--- config.mk ---
export PLATFORM = sky130hd
export DESIGN_NAME = qspi_psram_ctrl
export DESIGN_NICKNAME = d
export VERILOG_FILES = /design/src/rtl/qspi_psram_ctrl.sv
export SDC_FILE = /design/constraint.sdc
export NUM_CORES = 1
export LEC_CHECK = 0
export ABC_CLOCK_PERIOD_IN_PS = 8500
export CORE_MARGIN = 2
export CORE_UTILIZATION = 38
export CTS_CLUSTER_DIAMETER = 80
export DETAILED_ROUTE_END_ITERATION = 12
export PLACE_DENSITY_LB_ADDON = 0.3
export SLEW_MARGIN = 20
export SYNTH_ARGS = -nofsm -noshare
export SYNTH_HDL_FRONTEND = slang
export SYNTH_SLANG_ARGS = --single-unit
--- constraint.sdc ---
create_clock -name clk -period 8.5 [get_ports clk]
set_clock_uncertainty 0.05 [all_clocks]
set_input_delay 2.55 -clock clk [delete_from_list [all_inputs] [get_ports clk]]
set_output_delay 2.55 -clock clk [all_outputs]
set_load 0.1 [all_outputs]
--- src/rtl/qspi_psram_ctrl.sv ---
// QSPI PSRAM master: runs the 0x66/0x99 reset sequence, then serves single-word
// quad writes (0x38) and fast quad reads (0xEB) for a simple req/ack requester.
module qspi_psram_ctrl #(
    parameter int CLK_DIV  = 2,
    parameter int RD_WAIT  = 6,
    parameter int CE_GAP   = 4,
    parameter int INIT_DLY = 16
) (
    input  logic        clk,
    input  logic        rst,
    input  logic        req,
    input  logic        we,
    input  logic [23:0] adr,
    input  logic [31:0] wdata,
    output logic [31:0] rdata,
    output logic        ack,
    output logic        busy,
    output logic        init_done,
    output logic        psram_sck,
    output logic        psram_ce_n,
    output logic [3:0]  sio_out,
    output logic        sio_oe,
    input  logic [3:0]  sio_in
);

    localparam int DIV_W = $clog2(CLK_DIV);
    localparam logic [DIV_W-1:0] DIV_LAST = DIV_W'(CLK_DIV - 1);

    localparam logic [7:0] CMD_RSTEN = 8'h66;
    localparam logic [7:0] CMD_RST   = 8'h99;
    localparam logic [7:0] CMD_WRITE = 8'h38;
    localparam logic [7:0] CMD_READ  = 8'hEB;

    localparam logic [3:0] S_INIT_WAIT = 4'd0;
    localparam logic [3:0] S_RSTEN     = 4'd1;
    localparam logic [3:0] S_RST       = 4'd2;
    localparam logic [3:0] S_GAP       = 4'd3;
    localparam logic [3:0] S_IDLE      = 4'd4;
    localparam logic [3:0] S_CMD       = 4'd5;
    localparam logic [3:0] S_ADR       = 4'd6;
    localparam logic [3:0] S_WDAT      = 4'd7;
    localparam logic [3:0] S_RWAIT     = 4'd8;
    localparam logic [3:0] S_RDAT      = 4'd9;

    logic [3:0]       state_reg, state_next;
    logic [DIV_W-1:0] div_reg, div_next;
    logic             sck_reg, sck_next;
    logic [3:0]       bit_reg, bit_next;
    logic [15:0]      dly_reg, dly_next;
    logic             gap_rst_reg, gap_rst_next;
    logic             ce_n_reg, ce_n_next;
    logic [3:0]       sio_out_reg, sio_out_next;
    logic             sio_oe_reg, sio_oe_next;
    logic             ack_reg, ack_next;
    logic             busy_reg, busy_next;
    logic             init_done_reg, init_done_next;
    logic [31:0]      rdata_reg, rdata_next;
    logic             we_reg, we_next;
    logic [23:0]      adr_reg, adr_next;
    logic [31:0]      txd_reg, txd_next;
    logic [31:0]      rx_reg, rx_next;

    logic             shifting, div_last, sck_rise, sck_fall, shift_done;
    logic [7:0]       cmd_byte;
    logic [31:0]      adr_word;
    logic [4:0]       nib_idx;

    function automatic logic is_shift(input logic [3:0] s);
        return (s == S_RSTEN) || (s == S_RST) || (s == S_CMD) || (s == S_ADR) ||
               (s == S_WDAT) || (s == S_RWAIT) || (s == S_RDAT);
    endfunction

    assign shifting   = is_shift(state_reg);
    assign div_last   = (div_reg == DIV_LAST);
    assign sck_rise   = shifting && div_last && !sck_reg;
    assign sck_fall   = shifting && div_last && sck_reg;
    assign shift_done = sck_fall && (bit_reg == 4'd0);

    always_comb begin
        state_next     = state_reg;
        div_next       = div_reg;
        sck_next       = sck_reg;
        bit_next       = bit_reg;
        dly_next       = dly_reg;
        gap_rst_next   = gap_rst_reg;
        ack_next       = 1'b0;
        rdata_next     = rdata_reg;
        init_done_next = init_done_reg;
        we_next        = we_reg;
        adr_next       = adr_reg;
        txd_next       = txd_reg;
        rx_next        = rx_reg;

        if (shifting) begin
            div_next = div_last ? '0 : div_reg + 1'b1;
            if (div_last)
                sck_next = ~sck_reg;
        end
        if (sck_fall && (bit_reg != 4'd0))
            bit_next = bit_reg - 4'd1;
        // Read nibbles are taken on the clk where SCK rises, mid data-valid window.
        if (sck_rise && (state_reg == S_RDAT))
            rx_next = {rx_reg[27:0], sio_in};

        case (state_reg)
            S_INIT_WAIT: begin
                if (dly_reg == 16'd0) state_next = S_RSTEN;
                else                  dly_next   = dly_reg - 16'd1;
            end
            S_GAP: begin
                if (dly_reg == 16'd0) state_next = gap_rst_reg ? S_RST : S_IDLE;
                else                  dly_next   = dly_reg - 16'd1;
            end
            S_IDLE: begin
                if (req && init_done_reg) begin
                    state_next = S_CMD;
                    we_next    = we;
                    adr_next   = adr & 24'hFF_FFFC;
                    // Byte-swapped so the nibble stream is a plain MSB-first walk.
                    txd_next   = {wdata[7:0], wdata[15:8], wdata[23:16], wdata[31:24]};
                end
            end
            S_RSTEN: if (shift_done) begin state_next = S_GAP; gap_rst_next = 1'b1; end
            S_RST:   if (shift_done) begin state_next = S_GAP; gap_rst_next = 1'b0; end
            S_CMD:   if (shift_done) state_next = S_ADR;
            S_ADR:   if (shift_done) state_next = we_reg ? S_WDAT : S_RWAIT;
            S_RWAIT: if (shift_done) state_next = S_RDAT;
            S_WDAT: begin
                if (shift_done) begin
                    state_next   = S_GAP;
                    gap_rst_next = 1'b0;
                    ack_next     = 1'b1;
                end
            end
            S_RDAT: begin
                if (shift_done) begin
                    state_next   = S_GAP;
                    gap_rst_next = 1'b0;
                    ack_next     = 1'b1;
                    rdata_next   = {rx_reg[7:0], rx_reg[15:8], rx_reg[23:16], rx_reg[31:24]};
                end
            end
            default: state_next = S_INIT_WAIT;
        endcase

        // Counters reload on every state entry so they never wrap inside a state.
        if (state_next != state_reg) begin
            div_next = '0;
            sck_next = 1'b0;
            case (state_next)
                S_RSTEN, S_RST, S_CMD, S_WDAT, S_RDAT: bit_next = 4'd7;
                S_ADR:       bit_next = 4'd5;
                S_RWAIT:     bit_next = 4'(RD_WAIT - 1);
                S_GAP:       dly_next = 16'(CE_GAP - 1);
                S_INIT_WAIT: dly_next = 16'(INIT_DLY - 1);
                S_IDLE:      init_done_next = 1'b1;
                default:     bit_next = bit_reg;
            endcase
        end
    end

    // Pad values follow the next state, so they change only at SCK fall or entry.
    assign cmd_byte = we_next ? CMD_WRITE : CMD_READ;
    assign adr_word = {8'h00, adr_next};
    assign nib_idx  = {bit_next[2:0], 2'b00};

    always_comb begin
        sio_out_next = 4'h0;
        sio_oe_next  = 1'b1;
        case (state_next)
            S_RSTEN: sio_out_next = {3'b000, CMD_RSTEN[bit_next[2:0]]};
            S_RST:   sio_out_next = {3'b000, CMD_RST[bit_next[2:0]]};
            S_CMD:   sio_out_next = {3'b000, cmd_byte[bit_next[2:0]]};
            S_ADR:   sio_out_next = adr_word[nib_idx +: 4];
            S_WDAT:  sio_out_next = txd_next[nib_idx +: 4];
            default: sio_oe_next  = 1'b0;
        endcase
        ce_n_next = !is_shift(state_next);
        busy_next = (state_next != S_IDLE);
    end

    always_ff @(posedge clk) begin
        if (rst) begin
            state_reg     <= S_INIT_WAIT;
            div_reg       <= '0;
            sck_reg       <= 1'b0;
            bit_reg       <= 4'd0;
            dly_reg       <= 16'(INIT_DLY - 1);
            gap_rst_reg   <= 1'b0;
            ce_n_reg      <= 1'b1;
            sio_out_reg   <= 4'h0;
            sio_oe_reg    <= 1'b0;
            ack_reg       <= 1'b0;
            busy_reg      <= 1'b1;
            init_done_reg <= 1'b0;
            rdata_reg     <= 32'h0;
            we_reg        <= 1'b0;
            adr_reg       <= 24'h0;
            txd_reg       <= 32'h0;
            rx_reg        <= 32'h0;
        end else begin
            state_reg     <= state_next;
            div_reg       <= div_next;
            sck_reg       <= sck_next;
            bit_reg       <= bit_next;
            dly_reg       <= dly_next;
            gap_rst_reg   <= gap_rst_next;
            ce_n_reg      <= ce_n_next;
            sio_out_reg   <= sio_out_next;
            sio_oe_reg    <= sio_oe_next;
            ack_reg       <= ack_next;
            busy_reg      <= busy_next;
            init_done_reg <= init_done_next;
            rdata_reg     <= rdata_next;
            we_reg        <= we_next;
            adr_reg       <= adr_next;
            txd_reg       <= txd_next;
            rx_reg        <= rx_next;
        end
    end

    assign rdata      = rdata_reg;
    assign ack        = ack_reg;
    assign busy       = busy_reg;
    assign init_done  = init_done_reg;
    assign psram_sck  = sck_reg;
    assign psram_ce_n = ce_n_reg;
    assign sio_out    = sio_out_reg;
    assign sio_oe     = sio_oe_reg;

endmodule

==> Word level (Yosys, flattened, before mapping) <==
Memory sizes are Yosys's and may differ from the RTL's.
Cells that the tools add are included.
W data, S select, Z words.
{ "classes": {"n_addsub": 3, "n_mul": 0, "div_mod_pow": 0, "n_lt_le_gt_ge": 1, "eq_ne": 23, "shift": 2, "mux": 35, "n_bitwise": 2, "reduce_logical": 41} }
{ "op_table": {"columns": ["cell", "n"], "rows": [
  ["$mux W32", 2],
  ["$shiftx A32 B6 Y4", 2],
  ["$mux W16", 3],
  ["$mux W24", 2],
  ["$mux W4", 10],
  ["$eq A4 B3 Y1 const B", 8],
  ["$pmux W16 S2", 1],
  ["$pmux W4 S7", 1],
  ["$pmux W4 S5", 1],
  ["$eq A4 B2 Y1 const B", 4],
  ["$eq A4 B4 Y1 const B", 4],
  ["$logic_not A16 Y1", 1],
  ["$sub A16 B1 Y16 const B", 1],
  ["$logic_not A4 Y1", 3],
  ["$logic_or A1 B1 Y1", 12],
  ["$pmux W4 S3", 1],
  ["$mux W1", 10],
  ["$reduce_or A2 Y1", 5],
  ["$reduce_or A5 Y1", 2],
  ["$eq A4 B1 Y1 const B", 2],
  ["$mux W8", 1],
  ["$ne A4 B3 Y1 const B", 2],
  ["$logic_and A1 B1 Y1", 7],
  ["$reduce_and A2 Y1", 3],
  ["other kinds (16)", 19]
]} }
{ "totals": {"register_bits": 157, "latch_bits": 0, "ram_bits": 0, "romBits": 16, "in_bits": 64, "out_inout_bits": 42, "word_cells": 127, "n_memories": 2} }
{ "mem_list": {"columns": ["memory", "depth", "width", "read_ports", "rd_clocked_by_memory_dff", "wr", "line_no", "rtl"], "rows": [
  ["(name not given)", 8, 1, 1, 0, 0, "172", "S_RST: sio_out_next = {3'b000, CMD_RST[bit_next[2:0]]};"],
  ["(name not given)", 8, 1, 1, 0, 0, "171", "S_RSTEN: sio_out_next = {3'b000, CMD_RSTEN[bit_next[2:0]]};"]
]} }

==> Depth between registers and ports, before layout <==
{ "depth": {"ltp_word": 20, "mapped_depth": 14, "mapped_depth_nobuf": 12} }

==> Least setup slack after synthesis <==
OpenSTA, ideal clock, no wires.
{ "synth_timing": {"kind": "input -> register", "from": "input req", "to": "register sio_out_reg[2], in the netlist sio_out[2]", "t_arrival_ns": 4.623, "required_ns": 8.328, "path_slack_ns": 3.705, "stages": 12, "cell_sequence": "nand2_1 > or3_1 > nand3_1 > and4b_1 > nor3_1 > buf_4 > buf_6 > mux2i_1 > mux2i_1 > mux2_2 > a22oi_1 > o21ai_1"} }
{ "synth_between": {"elab_chain_len": 9, "word_cells_on_any_way": 26, "classes_between": "eq/ne: 10; shift: 2; mux: 9; reduce/logical: 5"} }
{ "synth_rtl": {"columns": ["element", "line_no", "rtl"], "rows": [
  ["start, declared", "11", "input logic req,"],
  ["$logic_and A1 B1 Y1 *", "115", "if (req && init_done_reg) begin"],
  ["$mux W4", "115", null],
  ["$pmux W4 S7", "105", "case (state_reg)"],
  ["$eq A4 B1 Y1 (tied with other cells)", "150, 170", null],
  ["$reduce_or A5 Y1 (tied with other cells)", "150", "case (state_next)"],
  ["$pmux W4 S3", "150", null],
  ["$mux W4", "147", "if (state_next != state_reg) begin"],
  ["$shiftx A32 B6 Y4, on equally long branches", "175, 174", null],
  ["$pmux W4 S5 *", "170", "case (state_next)"],
  ["end signal, assigned", "209", "sio_out_reg <= sio_out_next;"],
  ["end, declared", "52", "logic [3:0] sio_out_reg, sio_out_next;"]
]} }
Every way passes the cells marked *; elsewhere a longest branch is shown, timed or not.
A chain may end at the register's enable or synchronous reset.

==> Final worst setup path <==
{ "layout_timing": {"from": "input req", "to": "register dly_reg[14]"} }
{ "layout_between": {"elab_chain_len": 6, "word_cells_on_any_way": 8, "classes_between": "eq/ne: 2; mux: 4; reduce/logical: 2"} }
{ "layout_rtl": {"columns": ["element", "line_no", "rtl"], "rows": [
  ["$logic_and A1 B1 Y1 *", "115", null],
  ["$mux W4 *", "115", null],
  ["$pmux W4 S7 *", "105", null],
  ["$eq A4 B2 Y1 or $logic_not A4 Y1 (tied branches)", "150", null],
  ["$pmux W16 S2", "150", null],
  ["$mux W16 *", "147", null],
  ["end signal, assigned", "188", "dly_reg <= 16'(INIT_DLY - 1);"],
  ["end signal, assigned", "206", "dly_reg <= dly_next;"],
  ["end, declared", "49", "logic [15:0] dly_reg, dly_next;"]
]} }
Marked as above.

==> key figures <==
Worst setup path
  – CP peak stage delay: approximately 0.90 ns
  – WP data required: slightly below 9 ns
  – Most used cell, CP: nor2_1
  – Startpoint types: input port
  – Worst r2r path cells: 12
  – Crit path max-delay family: simple AND/OR/NAND/NOR gates
  – Crit path max fanout: 58
  – Crit Reg-Reg Endpoint: sio_out[0]
  – CP Launch Point: req
  – CP Depth: 11
  – CP Capture Point: dly_reg[14]
  – Worst Setup End Kind: flip-flop
  – Buf/Inv on CP: 3
  – Setup slack, reg-to-reg: ~4.3 ns
  – Crit Path Class: input port to flip-flop
  – Critical path cell sequence: clkdlybuf4s50_1 -> nand2_1 -> or3_2 -> buf_4 -> nand3_1 -> nand4b_2 -> nor2_1 -> inv_1 -> a2111oi_0 -> or2_1 -> nor2_1
  – WP data arrival: ~6.1 ns
  – CP max stage cell: a2111oi_0
  – R2R Path Start: state_reg[2]

Global route
  – Tot GR Track Use: between 10% and 20%
  – GRT overflow: 0
  – Vias in the first global route: around 5700
  – Largest net degree at the start of global routing: roughly 110
  – First-pass GRT wire length: approximately 28000 µm
  – Initial antenna violation count: 0

Clocking
  – Max clock buf depth: 2
  – Clk sink count: 157
  – H-tree levels: 4
  – Post-CTS resize count: 0
  – Total clock buffers created by CTS: 17
  – Clock latency on the worst-skew pair: between 0.4 and 0.5 ns
  – CTS tree: done
  – Clock slew at reported path FFs: 0.06 ns
  – CTS Root Buffer Type: clkbuf_16
  – Number of buffers added for setup after CTS: 0
  – CTS Hold Bufs: 0

Synth
  – Simple-gate share of the synthesized area: approximately a quarter
  – Synth Area in Compound Gates: about 17%
  – Syn Area/Cell: approximately 8 µm²
  – Synth Area in XOR/XNOR: ~2.4%
  – Yosys warnings: 0
  – Mux cell area share after synthesis: under 10%
  – Syn nets: approximately 950
  – Async S/R FF share, synth: 0%
  – Synth Instances: about 890
  – FF+latch count, synth: ~160
  – Post-Synth Adder-Cell Area: less than 1%
  – Main combinational cell family by area after synthesis: simple AND/OR/NAND/NOR gates
  – Post-synthesis sequential area ratio: about 45%
  – EDFF count, synth: 0
  – Primary FF master, synth: dfxtp_1
  – Synth Cell Area: 0.00706 mm²
  – Yosys cell types: 67

Drt
  – 1st-pass router iterations: 5
  – DR WL/cell: 14.1 µm
  – Final wirelength: about 17000 µm
  – 1st-iter DRT viols: between 400 and 500
  – Vias/cell: just over 5
  – Vias: 6221
  – DRC Markers: 0
  – Final ANT Viol Nets: 0

Floorplan
  – Core area: 0.0181 mm²
  – Die Width: 140 µm
  – Die area: 0.0197 mm²
  – Top-level I/O count: 106
  – Standard-cell row count: between 40 and 50
  – Die Ht: about 140 µm
  – Initial Utilization: between 30% and 40%

Placed design
  – Gpl congestion: between 0.9 and 1
  – Number of port buffers: between 100 and 150
  – HPWL after DPL: between 10000 and 15000 µm
  – Placement Setup Slack: about 2.1 ns

Timing
  – Fin. max-slew vios: 0
  – Final setup vio count: 0
  – RSZ-0062 raised after global routing: false
  – Worst Tran Pin Value: 1.01 ns
  – Worst slew margin: between 30% and 40%
  – Final worst path period need: 5.86 ns
  – Setup TNS: 0 ns
  – Final period util: ~69%
  – Final WS setup: 2.64 ns
  – Maximum clock rate: between 0.15 and 0.2 GHz
  – Final hold vios: 0

Run
  – Max cap viols: 0

Power
  – LEAKAGE: about 2.8 nW
  – Final Power: between 1.5 and 2 mW
  – Worst IR Drop VDD: approximately 150 µV
  – P per Cell Area: 178 mW/mm²

Layout
  – Share of layout cells above drive strength 1: around 7%
  – # diodes: 0
  – Final Core Density: between 40% and 50%
  – Fin nets: just over 1000
  – Area growth from synthesis to layout: 25.2%

Status
  – Status: finished clean

Worst hold path
  – Tightest Hold Check Type: flip-flop to flip-flop
[Yosys cell counts, types with 4 or more instances]
master / n / share of area, %
nand2_1: 253 / 13
dfxtp_1: 157 / 45
a21oi_1: 126 / 8.9
nor2_1: 55 / 2.9
clkbuf_1: 40 / 2.1
mux2i_1: 38 / 5.4
nor3_1: 23 / 1.6
o21ai_0: 19 / 1.3
nand3_1: 14 / 0.99
xnor2_1: 13 / 1.6
a211oi_1: 10 / 1.1
inv_1: 10 / 0.53
nor4_1: 10 / 0.89
mux2_2: 8 / 1.3
buf_2: 7 / 0.50
nand4_1: 6 / 0.53
xor2_1: 6 / 0.74
nand2b_1: 5 / 0.44
nor3b_1: 5 / 0.53
a211o_1: 4 / 0.50
and2_1: 4 / 0.35
nor2b_1: 4 / 0.35
nor4b_1: 4 / 0.50
[metal layers]
| layer | track usage, % | wire length, µm | share of wire [%] |
|---|---|---|---|
| met5 | 0 | 0 | 0 |
| met4 | 5.32 | 192 | 1.1 |
| met3 | 3.90 | 802 | 4.7 |
| met2 | 26.8 | 7700 | 45 |
| met1 | 24.0 | 8260 | 49 |
[per-stage QoR]
step	hold WS, ns	cell area [µm²]	cells
CTS	0.405	8820	1205
finish	0.400	8840	1206
global placement	0.391	8210	1173
detailed placement	0.396	8210	1173
global route	0.424	8840	1206
floorplan	0.381	7060	888
[layout by cell type, fill, tap and decap left out, types with 14 or more instances in the layout]
cell type | netlist | final
a21oi_1 | 126 | 126
nor2_1 | 55 | 55
nand2_1 | 253 | 253
nand3_1 | 14 | 14
clkdlybuf4s50_1 | 0 | 102
clkbuf_16 | 0 | 17
nor3_1 | 23 | 20
o21ai_0 | 19 | 19
dfxtp_1 | 157 | 157
mux2i_1 | 38 | 38
[final cells by class]
type	count	area, µm²
Inverter	10	37.5
Clock buffer	18	439
Clock inverter	14	174
Fill cell	1804	9240
Tap cell	229	287
Multi-Input combinational cell	666	3650
Sequential cell	157	3140
Timing Repair Buffer	112	1110
[tightest hold or removal path, delay by kind of cell (launching register included)]
kind             cells  cell delay [ns]
AO/OA/AOI/OAI        1             0.05
flip-flops           1             0.31
AND/OR/NAND/NOR      1             0.05
[kinds of logic (layout without fill, tap and decap cells)]
group / after synthesis / after routing
adder cells (fa/ha/maj): 2 / 2
XOR/XNOR: 19 / 19
flip-flops: 157 / 157
AO/OA/AOI/OAI: 194 / 194
buffers and inverters: 65 / 154
AND/OR/NAND/NOR: 405 / 405
multiplexers: 46 / 46
[worst min-delay path by stage]
stage                  endpoint         from  slack, ns  cells past startpoint
floorplan           txd_reg[28]  txd_reg[28]       0.38                      2
global placement    txd_reg[17]  txd_reg[17]       0.39                      2
detailed placement  txd_reg[21]  txd_reg[21]       0.40                      2
CTS                 txd_reg[21]  txd_reg[21]       0.40                      2
global route           rdata[6]     rdata[6]       0.42                      2
finish              txd_reg[21]  txd_reg[21]       0.40                      2
[power by group]
part           switching [mW]  leakage, nW  internal, mW
registers             0.00107         1.26         0.737
clock network           0.334        0.291         0.452
logic                  0.0204         1.29        0.0292
total                   0.355         2.85          1.22
Note: power is estimated with default switching activity, not from simulation.
